### src/rtl/csa_pkg.sv
// Shared constants and configuration checks for the pipelined carry-select adder.
package csa_pkg;

   // Number of carry-select blocks across the operand width.
   function automatic int calc_nblk(input int width, input int blk);
      return width / blk;
   endfunction

   // Number of pipeline stages when each stage resolves bps blocks.
   function automatic int calc_stages(input int width, input int blk, input int bps);
      return calc_nblk(width, blk) / bps;
   endfunction

   // True when the width splits evenly into blocks and the blocks evenly into stages.
   function automatic bit cfg_ok(input int width, input int blk, input int bps);
      return (blk > 0) && (bps > 0) && (width % blk == 0) && (calc_nblk(width, blk) % bps == 0);
   endfunction

endpackage

### src/rtl/csa_block.sv
// BLK-bit ripple block producing sum/carry for both possible carry-ins.
module csa_block #(
   parameter int BLK = 4
) (
   input  logic [BLK-1:0] a,
   input  logic [BLK-1:0] b,
   output logic [BLK-1:0] sum0,
   output logic           cout0,
   output logic [BLK-1:0] sum1,
   output logic           cout1
);

   logic c0;
   logic c1;

   // Two ripple chains, one assuming carry-in 0 and one assuming carry-in 1.
   always_comb begin
      // NOTE: every variable gets a value before any branch or loop, so no latch can be inferred.
      c0   = 1'b0;
      c1   = 1'b1;
      sum0 = '0;
      sum1 = '0;
      for (int i = 0; i < BLK; i++) begin
         // NOTE: blocking assignments here so each bit sees the carry from the bit just below it.
         sum0[i] = a[i] ^ b[i] ^ c0;
         c0      = (a[i] & b[i]) | (c0 & (a[i] ^ b[i]));
         sum1[i] = a[i] ^ b[i] ^ c1;
         c1      = (a[i] & b[i]) | (c1 & (a[i] ^ b[i]));
      end
      cout0 = c0;
      cout1 = c1;
   end

endmodule

### src/rtl/csa_adder_pipe.sv
// Pipelined carry-select adder/subtractor with valid/ready handshake and pass-through tag.
// Stage s resolves blocks s*BPS .. s*BPS+BPS-1; the last stage feeds the output register.
module csa_adder_pipe
   import csa_pkg::*;
#(
   parameter int WIDTH = 32,
   parameter int BLK   = 4,
   parameter int BPS   = 2,
   parameter int TAG_W = 4
) (
   input  logic             clk,
   input  logic             rst_n,
   input  logic             in_valid,
   output logic             in_ready,
   input  logic [WIDTH-1:0] in_a,
   input  logic [WIDTH-1:0] in_b,
   input  logic             in_cin,
   input  logic             in_sub,
   input  logic [TAG_W-1:0] in_tag,
   output logic             out_valid,
   input  logic             out_ready,
   output logic [WIDTH-1:0] out_sum,
   output logic             out_cout,
   output logic             out_ovf,
   output logic             out_zero,
   output logic [TAG_W-1:0] out_tag
);

   localparam int NBLK   = calc_nblk(WIDTH, BLK);
   localparam int STAGES = NBLK / BPS;
   localparam int SPAN   = BPS * BLK;
   localparam int LAST   = STAGES - 1;

   if (!cfg_ok(WIDTH, BLK, BPS)) begin : g_bad_cfg
      $error("csa_adder_pipe: WIDTH must be a multiple of BLK and WIDTH/BLK a multiple of BPS");
   end

   // The whole pipe moves together whenever the output slot is free or being drained.
   logic en;
   assign en       = ~out_valid | out_ready;
   assign in_ready = en;

   for (genvar s = 0; s < STAGES; s++) begin : g_stage
      localparam int LO = s * SPAN;

      // Stage inputs: operand bits not yet resolved, carry into block s*BPS,
      // sum bits resolved by earlier stages, and the control fields.
      logic [WIDTH-1:LO]      a_r;
      logic [WIDTH-1:LO]      b_r;
      logic [WIDTH-1:0]       sum_r;
      logic                   c_r;
      logic                   v_r;
      logic [TAG_W-1:0]       tag_r;

      logic [BPS-1:0][BLK-1:0] s0;
      logic [BPS-1:0][BLK-1:0] s1;
      logic [BPS-1:0]          co0;
      logic [BPS-1:0]          co1;
      logic [WIDTH-1:0]        sum_o;
      logic                    c_o;

      if (s == 0) begin : g_prep
         // Operand preparation: subtract is A + ~B + 1, so cin is forced high in sub mode.
         always_comb begin
            a_r   = in_a;
            b_r   = in_sub ? ~in_b : in_b;
            c_r   = in_sub | in_cin;
            sum_r = '0;
            v_r   = in_valid;
            tag_r = in_tag;
         end
      end else begin : g_reg
         // Stage valid bit: cleared by reset, shifts a bubble in when nothing was accepted.
         always_ff @(posedge clk) begin
            if (!rst_n) begin
               v_r <= 1'b0;
            end else if (en) begin
               v_r <= g_stage[s-1].v_r;
            end
         end

         // Stage datapath: only meaningful alongside v_r, so it is never reset.
         // NOTE: leaving wide data registers out of reset is safe because the valid bit gates their use.
         always_ff @(posedge clk) begin
            if (en) begin
               a_r   <= g_stage[s-1].a_r[WIDTH-1:LO];
               b_r   <= g_stage[s-1].b_r[WIDTH-1:LO];
               sum_r <= g_stage[s-1].sum_o;
               c_r   <= g_stage[s-1].c_o;
               tag_r <= g_stage[s-1].tag_r;
            end
         end
      end

      for (genvar k = 0; k < BPS; k++) begin : g_blk
         csa_block #(
            .BLK(BLK)
         ) u_blk (
            .a    (a_r[LO + k*BLK +: BLK]),
            .b    (b_r[LO + k*BLK +: BLK]),
            .sum0 (s0[k]),
            .cout0(co0[k]),
            .sum1 (s1[k]),
            .cout1(co1[k])
         );
      end

      // Carry-select chain: the real carry out of each block picks the next block's result.
      always_comb begin
         sum_o = sum_r;
         c_o   = c_r;
         for (int k = 0; k < BPS; k++) begin
            sum_o[LO + k*BLK +: BLK] = c_o ? s1[k] : s0[k];
            c_o                      = c_o ? co1[k] : co0[k];
         end
      end
   end

   // Carry into the MSB recovered from the MSB's own sum bit, used for signed overflow.
   logic msb_cin;
   assign msb_cin = g_stage[LAST].a_r[WIDTH-1] ^ g_stage[LAST].b_r[WIDTH-1] ^ g_stage[LAST].sum_o[WIDTH-1];

   // Output register with final flags; holds everything while the consumer stalls.
   always_ff @(posedge clk) begin
      if (!rst_n) begin
         out_valid <= 1'b0;
         out_sum   <= '0;
         out_cout  <= 1'b0;
         out_ovf   <= 1'b0;
         out_zero  <= 1'b0;
         out_tag   <= '0;
      end else if (en) begin
         out_valid <= g_stage[LAST].v_r;
         out_sum   <= g_stage[LAST].sum_o;
         out_cout  <= g_stage[LAST].c_o;
         out_ovf   <= msb_cin ^ g_stage[LAST].c_o;
         out_zero  <= ~|g_stage[LAST].sum_o;
         out_tag   <= g_stage[LAST].tag_r;
      end
   end

endmodule

### config.mk
export PLATFORM = sky130hd
export DESIGN_NAME = csa_adder_pipe
export DESIGN_NICKNAME = d
export VERILOG_FILES = /design/src/rtl/csa_pkg.sv /design/src/rtl/csa_block.sv /design/src/rtl/csa_adder_pipe.sv
export SDC_FILE = /design/constraint.sdc
export NUM_CORES = 1
export LEC_CHECK = 0
export CELL_PAD_IN_SITES_DETAIL_PLACEMENT = 1
export CELL_PAD_IN_SITES_GLOBAL_PLACEMENT = 1
export CORE_MARGIN = 5
export CORE_UTILIZATION = 25
export CTS_BUF_LIST = sky130_fd_sc_hd__clkbuf_8
export CTS_CLUSTER_SIZE = 28
export DETAILED_ROUTE_END_ITERATION = 10
export PLACE_DENSITY_LB_ADDON = 0.1
export SLEW_MARGIN = 10
export SYNTH_ARGS = -nofsm -noshare
export SYNTH_HDL_FRONTEND = slang
export SYNTH_SLANG_ARGS = --single-unit
### constraint.sdc
create_clock -name clk -period 6.55 [get_ports clk]
set_input_delay 1.6375 -clock clk [delete_from_list [all_inputs] [get_ports clk]]
set_output_delay 1.6375 -clock clk [all_outputs]
set_load 0.01 [all_outputs]
==> flow_summary_export.csv, run 1 <==
group,metric,value,unit
setup_path,worstSetupPathType,"input pin to primary output",
setup_path,r2r_slack,2.67,ns
timing,max_freq,0.201,GHz
global_routing,track_usage,0.0914,
setup_path,worstReg2RegStart,"g_stage[3].b_r[24]",
setup_path,path_buf_inv,3,
synthesis,syn_nets,616,
setup_path,required,4.91,ns
worst_hold_path,holdPathStages,0,
global_routing,grt_antenna_before_repair,0,
floorplanning,start_util,0.254,
setup_path,cp_max_fo,89,
timing,fin_crit_sh,0.760,
placed_design,dp_hpwl,10.6,mm
final_layout,area_growth,29.4,%
final_layout,fin_util,0.329,
power_and_ir_drop,ir_drop,0.0000949,V
drt,wl,15.8,mm
floorplanning,core-area,30700,µm²
cts,post_cts_buffers,0,
placed_design,dp_slack,1.04,ns
synthesis,syn_area_per_cell,15.6,µm²
power_and_ir_drop,power.density,320,nW/µm²
cts,clk_pin_slew,0.06,ns
worst_hold_path,min_to,"g_stage[2].a_r[24]",
synthesis,ys_ff_latch,202,
final_layout,diodes,0,
placed_design,place_area,9380,µm²
worst_hold_path,min_from,"g_stage[1].a_r[24]",
cts,h-tree-depth,2,
synthesis,ys_async_sr_fraction,0,
drt,detail-route-antenna-nets,0,
power_and_ir_drop,finalPower,3.23,mW
floorplanning,chipWidth,187,µm
final_layout,final_cell_mix,"edfxtp_1, clkdlybuf4s50_1, nand2_1, inv_1",
synthesis,syn_inst,501,
timing,hold_violations,0,
cts,ctsHoldBuffers,0,
final_layout,final_nets,758,
final_layout,drive_above_1_share,0.0908,
synthesis,ys_warn_count,0,
global_routing,grt_pass1_wl,25.7,mm
drt,avgViaCountPerCell,3.87,
setup_path,cpMostUsedCell,"clkdlybuf4s50_1",
timing,finalWorstSetupSlack,1.57,ns
timing,setup_violations,0,
global_routing,grt_max_degree,90,
setup_path,r2r_cells,15,
timing,rsz0062_at_grt,"false",
drt,drc,0,
floorplanning,rows,64,
synthesis,synth_edf_count,159,
floorplanning,die_h,187,µm
timing,worstMarginPinSlew,0.753,ns
timing,slew_headroom,0.498,
placed_design,gp_congestion,0.695,
cts,clk_latency,0.51,ns
global_routing,grt_pass1_vias,4747,
power_and_ir_drop,p_leak,3.98,nW
synthesis,ys_seq_area_frac,0.723,
cts,cts_resized,0,
cts,clk_path_buf_depth,3,
setup_path,critPathLaunchType,"input pin",
cts,cts_tree,"yes",
worst_hold_path,min_path_type,"register to register",
setup_path,worstPathArrival,3.34,ns
timing,setup_tns,0,ns
cts,clock-root-buffer,"clkbuf_8",
synthesis,synthDistinctLibCells,30,
placed_design,io_buffers,114,
status,status,"finished, final reports clean",
setup_path,reg2reg_to,"out_ovf",
setup_path,cp_cell_sequence,"clkdlybuf4s50_1, nor2b_4, inv_8, clkdlybuf4s50_1",
global_routing,grt.overflow.total,0,
drt,vias,4129,
timing,finalMaxSlewViolations,0,
setup_path,cpMaxStageDelayCell,"clkdlybuf4s50_1",
setup_path,critPathMaxStageDelay,0.66,ns
final_layout,final_common_cell,"edfxtp_1",
synthesis,syn_area,7790,µm²
drt,drt-initial-drc-count,127,
setup_path,cp_top_family,"buffers and inverters",
drt,routedWlPerCell,14.8,µm
cts,cts_num_sinks,202,
synthesis,synth_flop_cell,"edfxtp_1",
timing,fin_worst_skew,0.0241,ns
setup_path,endpoint_kind,"primary output",
drt,drt_pass1_iterations,3,
run,drv_cap,0,
final_layout,design_area,10100,µm²
timing,period_minus_slack,4.98,ns
cts,cts-buffers-inserted,38,
floorplanning,dieArea,34800,µm²
floorplanning,num_io_pins,115,
==> area by class of cell <==
cell class	count	area, µm²
fill	3234	20600
sequential	202	5640
multi-input combinational	231	1880
timing repair buffer	119	1170
clock buffer	43	592
tap	396	495
inverter	51	199
clock inverter	26	109
==> cells in the mapped netlist (3+ instances only) <==
library cell / number / share of area
a21boi_0: 36 / 0.035
buf_2: 11 / 0.0071
clkbuf_1: 4 / 0.0019
dfxtp_1: 43 / 0.11
edfxtp_1: 159 / 0.61
fa_1: 24 / 0.062
ha_1: 17 / 0.027
inv_1: 50 / 0.024
mux2i_1: 4 / 0.0051
nand2_1: 79 / 0.038
nor2_1: 4 / 0.0019
nor4_1: 3 / 0.0024
nor4_2: 3 / 0.0048
o211a_1: 4 / 0.0051
o21ai_0: 3 / 0.0019
xnor2_1: 9 / 0.010
xor2_1: 33 / 0.037
==> layer usage <==
metal  GRT usage  vias to the layer above  part of all wire
met4      0.0392                        0             0.028
met3      0.0271                       38             0.057
met2       0.143                      110              0.45
met1       0.119                     1982              0.46
met5           0                        -                 0
li1            -                     1999                 -
==> stage by stage <==
| step | hold WS (ns) | std cells |
|---|---|---|
| global placement | 0.402 | 999 |
| CTS | 0.417 | 1068 |
| finish | 0.414 | 1068 |
| detailed placement | 0.406 | 999 |
| global route | 0.415 | 1068 |
| floorplan | 0.400 | 501 |
==> cells by family (layout without fill, tap and decap cells) <==
family,Yosys count,in the layout,synth area share
XOR/XNOR,42,42,0.0472
AO/OA/AOI/OAI,48,48,0.0461
multiplexers,4,4,0.00514
adder cells (fa/ha/maj),41,41,0.0890
AND/OR/NAND/NOR,96,96,0.0528
flip-flops,202,202,0.723
buffers and inverters,68,239,0.0366
==> flip-flops by register name (all words and copies together) (netlist names) <==
name / cells
g_stage.a_r: 48
g_stage.b_r: 48
g_stage.c_r: 3
g_stage.sum_r: 48
g_stage.tag_r: 12
g_stage.v_r: 3
out_cout: 1
out_ovf: 1
out_sum: 32
out_tag: 4
out_valid: 1
out_zero: 1
==> how the worst max path moves through the flow <==
| stage | startpoint | end | slack (ns) | cells after the start |
|---|---|---|---|---|
| floorplan | in_sub | g_stage[1].sum_r[7] | 1.63 | 15 |
| global placement | in_b[0] | g_stage[1].sum_r[7] | 1.09 | 15 |
| detailed placement | in_b[0] | g_stage[1].sum_r[7] | 1.04 | 15 |
| CTS | out_ready | in_ready | 1.51 | 4 |
| global route | in_b[0] | g_stage[1].sum_r[7] | 1.40 | 15 |
| finish | out_ready | in_ready | 1.57 | 4 |
==> power breakdown <==
group / leakage (nW) / switching (mW) / internal, mW / total (mW)
Sequential: 2.04 / 0.0956 / 1.62 / 1.72
Clock: 0.415 / 0.512 / 0.600 / 1.11
Combinational: 1.53 / 0.186 / 0.214 / 0.400
Total: 3.98 / 0.793 / 2.44 / 3.23
Power figures use the tool's default switching activity.
==> run 2: changes to the inputs <==
Clock period 6.55 ns to 4.35 ns, I/O delays scaled along.
==> run 2 against run 1 <==
Effect of this change:
- clock power is 51% higher
- worst hold slack better by 0.0010 ns
- combinational power is 53% higher
- sequential power is 51% higher
- clock skew is 0.0082 ns lower
- critical path depth is 9 higher
- largest cell class unchanged
- first-iteration DRC count is 6.3% higher
==> flow_summary_export.csv, run 2 (same netlist as run 1, synthesis figures left out) <==
group,metric,value,unit
final_layout,fin_cells,1072,
final_layout,final_nets,764,
cts,clk_latency,0.51,ns
final_layout,diodes,0,
drt,wl,15.9,mm
worst_hold_path,min_path_type,"register to register",
timing,max_freq,0.240,GHz
power_and_ir_drop,power_frac_clock,0.345,
timing,rsz0062_at_grt,"false",
setup_path,endpoint_kind,"register",
global_routing,track_usage,0.0910,
global_routing,grt_pass1_wl,25.5,mm
global_routing,grt_antenna_before_repair,0,
drt,routedWlPerCell,14.8,µm
floorplanning,core-area,30700,µm²
timing,fin_worst_skew,0.0158,ns
floorplanning,num_io_pins,115,
global_routing,grt_max_degree,75,
power_and_ir_drop,internal_power,3.68,mW
global_routing,grt_pass1_vias,4664,
setup_path,cp_cell_sequence,"clkdlybuf4s50_1, buf_4, ha_1, o31ai_1, fa_2, fa_2, inv_2, fa_2, mux2i_1, fa_2, fa_1, inv_1, fa_1",
cts,cts-buffers-inserted,38,
final_layout,area_growth,30.1,%
power_and_ir_drop,p_leak,4.01,nW
setup_path,worstSetupPathType,"input pin to register",
placed_design,io_buffers,114,
floorplanning,rows,64,
drt,drt_pass1_iterations,4,
cts,h-tree-depth,2,
power_and_ir_drop,switching_power,1.20,mW
timing,setup_violations,0,
power_and_ir_drop,ir_drop,0.000162,V
setup_path,cpMostUsedCell,"fa_2",
setup_path,cp_max_fo,2,
setup_path,cpMaxStageDelayCell,"clkdlybuf4s50_1",
power_and_ir_drop,power.density,481,nW/µm²
floorplanning,chipWidth,187,µm
drt,drt-initial-drc-count,135,
status,status,"finished, final reports clean",
power_and_ir_drop,seqPwrFrac,0.530,
timing,worstMarginPinSlew,0.873,ns
run,drv_cap,0,
placed_design,placed_cells_incl_taps,1004,
timing,holdWs,0.415,ns
floorplanning,die_h,187,µm
cts,cts_num_sinks,202,
drt,avgViaCountPerCell,3.85,
timing,slew_headroom,0.418,
timing,finalMaxSlewViolations,0,
drt,drc,0,
global_routing,grt.overflow.total,0,
final_layout,top_regs,"g_stage.a_r x48, g_stage.b_r x48, g_stage.sum_r x48",
setup_path,required,4.60,ns
drt,detail-route-antenna-nets,0,
placed_design,place_area,9430,µm²
power_and_ir_drop,power_frac_comb,0.126,
timing,setup_tns,0,ns
final_layout,final_common_cell,"edfxtp_1",
power_and_ir_drop,finalPower,4.88,mW
setup_path,path_buf_inv,4,
cts,clk_path_buf_depth,3,
floorplanning,dieArea,34800,µm²
final_layout,design_area,10100,µm²
final_layout,drive_above_1_share,0.102,
placed_design,gp_congestion,0.743,
power_and_ir_drop,swShare,0.245,
timing,period_minus_slack,4.17,ns
timing,hold_violations,0,
floorplanning,start_util,0.254,
setup_path,worstPathArrival,4.42,ns
setup_path,cp_top_family,"adder cells",
placed_design,dp_hpwl,10.8,mm
setup_path,critPathMaxStageDelay,0.44,ns
timing,fin_crit_sh,0.958,
cts,clock-root-buffer,"clkbuf_8",
final_layout,final_cell_mix,"edfxtp_1, clkdlybuf4s50_1, nand2_1, inv_1, dfxtp_1",
cts,clk_pin_slew,0.06,ns
drt,vias,4123,
setup_path,critPathLaunchType,"input pin",
cts,cts_tree,"yes",
==> run 2: final timing paths <==
kind                                         start                   to  slack, ns  depth (start not counted)
worst max register to register  g_stage[3].a_r[24]              out_ovf       0.54                         15
worst max-delay path                       in_a[0]  g_stage[1].sum_r[7]       0.18                         13
worst min-delay path            g_stage[1].b_r[28]   g_stage[2].b_r[28]       0.42                          0
worst min register to register  g_stage[1].b_r[28]   g_stage[2].b_r[28]       0.42                          0
==> run 2: power by group through the flow <==
stage	clock [mW]	sequential [mW]	combinational [mW]
floorplan	0	2.61	0.266
global placement	0	2.62	0.623
detailed placement	0	2.63	0.631
CTS	1.77	2.59	0.636
global route	1.87	2.62	0.699
finish	1.68	2.59	0.613
==> run 2: routing by layer <==
| layer | track usage | share of wire | vias up |
|---|---|---|---|
| li1 | - | - | 2007 |
| met1 | 0.125 | 0.48 | 1976 |
| met2 | 0.137 | 0.44 | 107 |
| met3 | 0.0239 | 0.052 | 33 |
| met4 | 0.0387 | 0.024 | 0 |
| met5 | 0 | 0 | - |
==> run 2: stage by stage <==
stage          worst slack, ns   util
5_1_grt                 0.0723  0.331
3_3_place_gp            -0.471  0.307
3_5_place_dp            -0.550  0.307
4_1_cts                 0.0270  0.330
6_report                 0.181  0.331
2_1_floorplan           0.0192      -
==> run 2: cell type report <==
cell class	count	area (µm²)
clock buffers	40	551
multi-input cells	231	1900
flip-flops and latches	202	5640
inverters	51	199
fillers	3221	20500
repair buffers	125	1220
clock inverters	27	143
well taps	396	495
==> run 2: timing repair <==
action                     4_1_cts  5_1_grt
resized for setup                0        5
hold buffers                     0        0
buffers inserted                 0        1
setup endpoints to repair        0        1
==> run 3: changes to the inputs <==
Settings changed: SLEW_MARGIN 10 to not set.
==> results of run 3 <==
Final layout, timing and power as in run 2 (identical DEF).
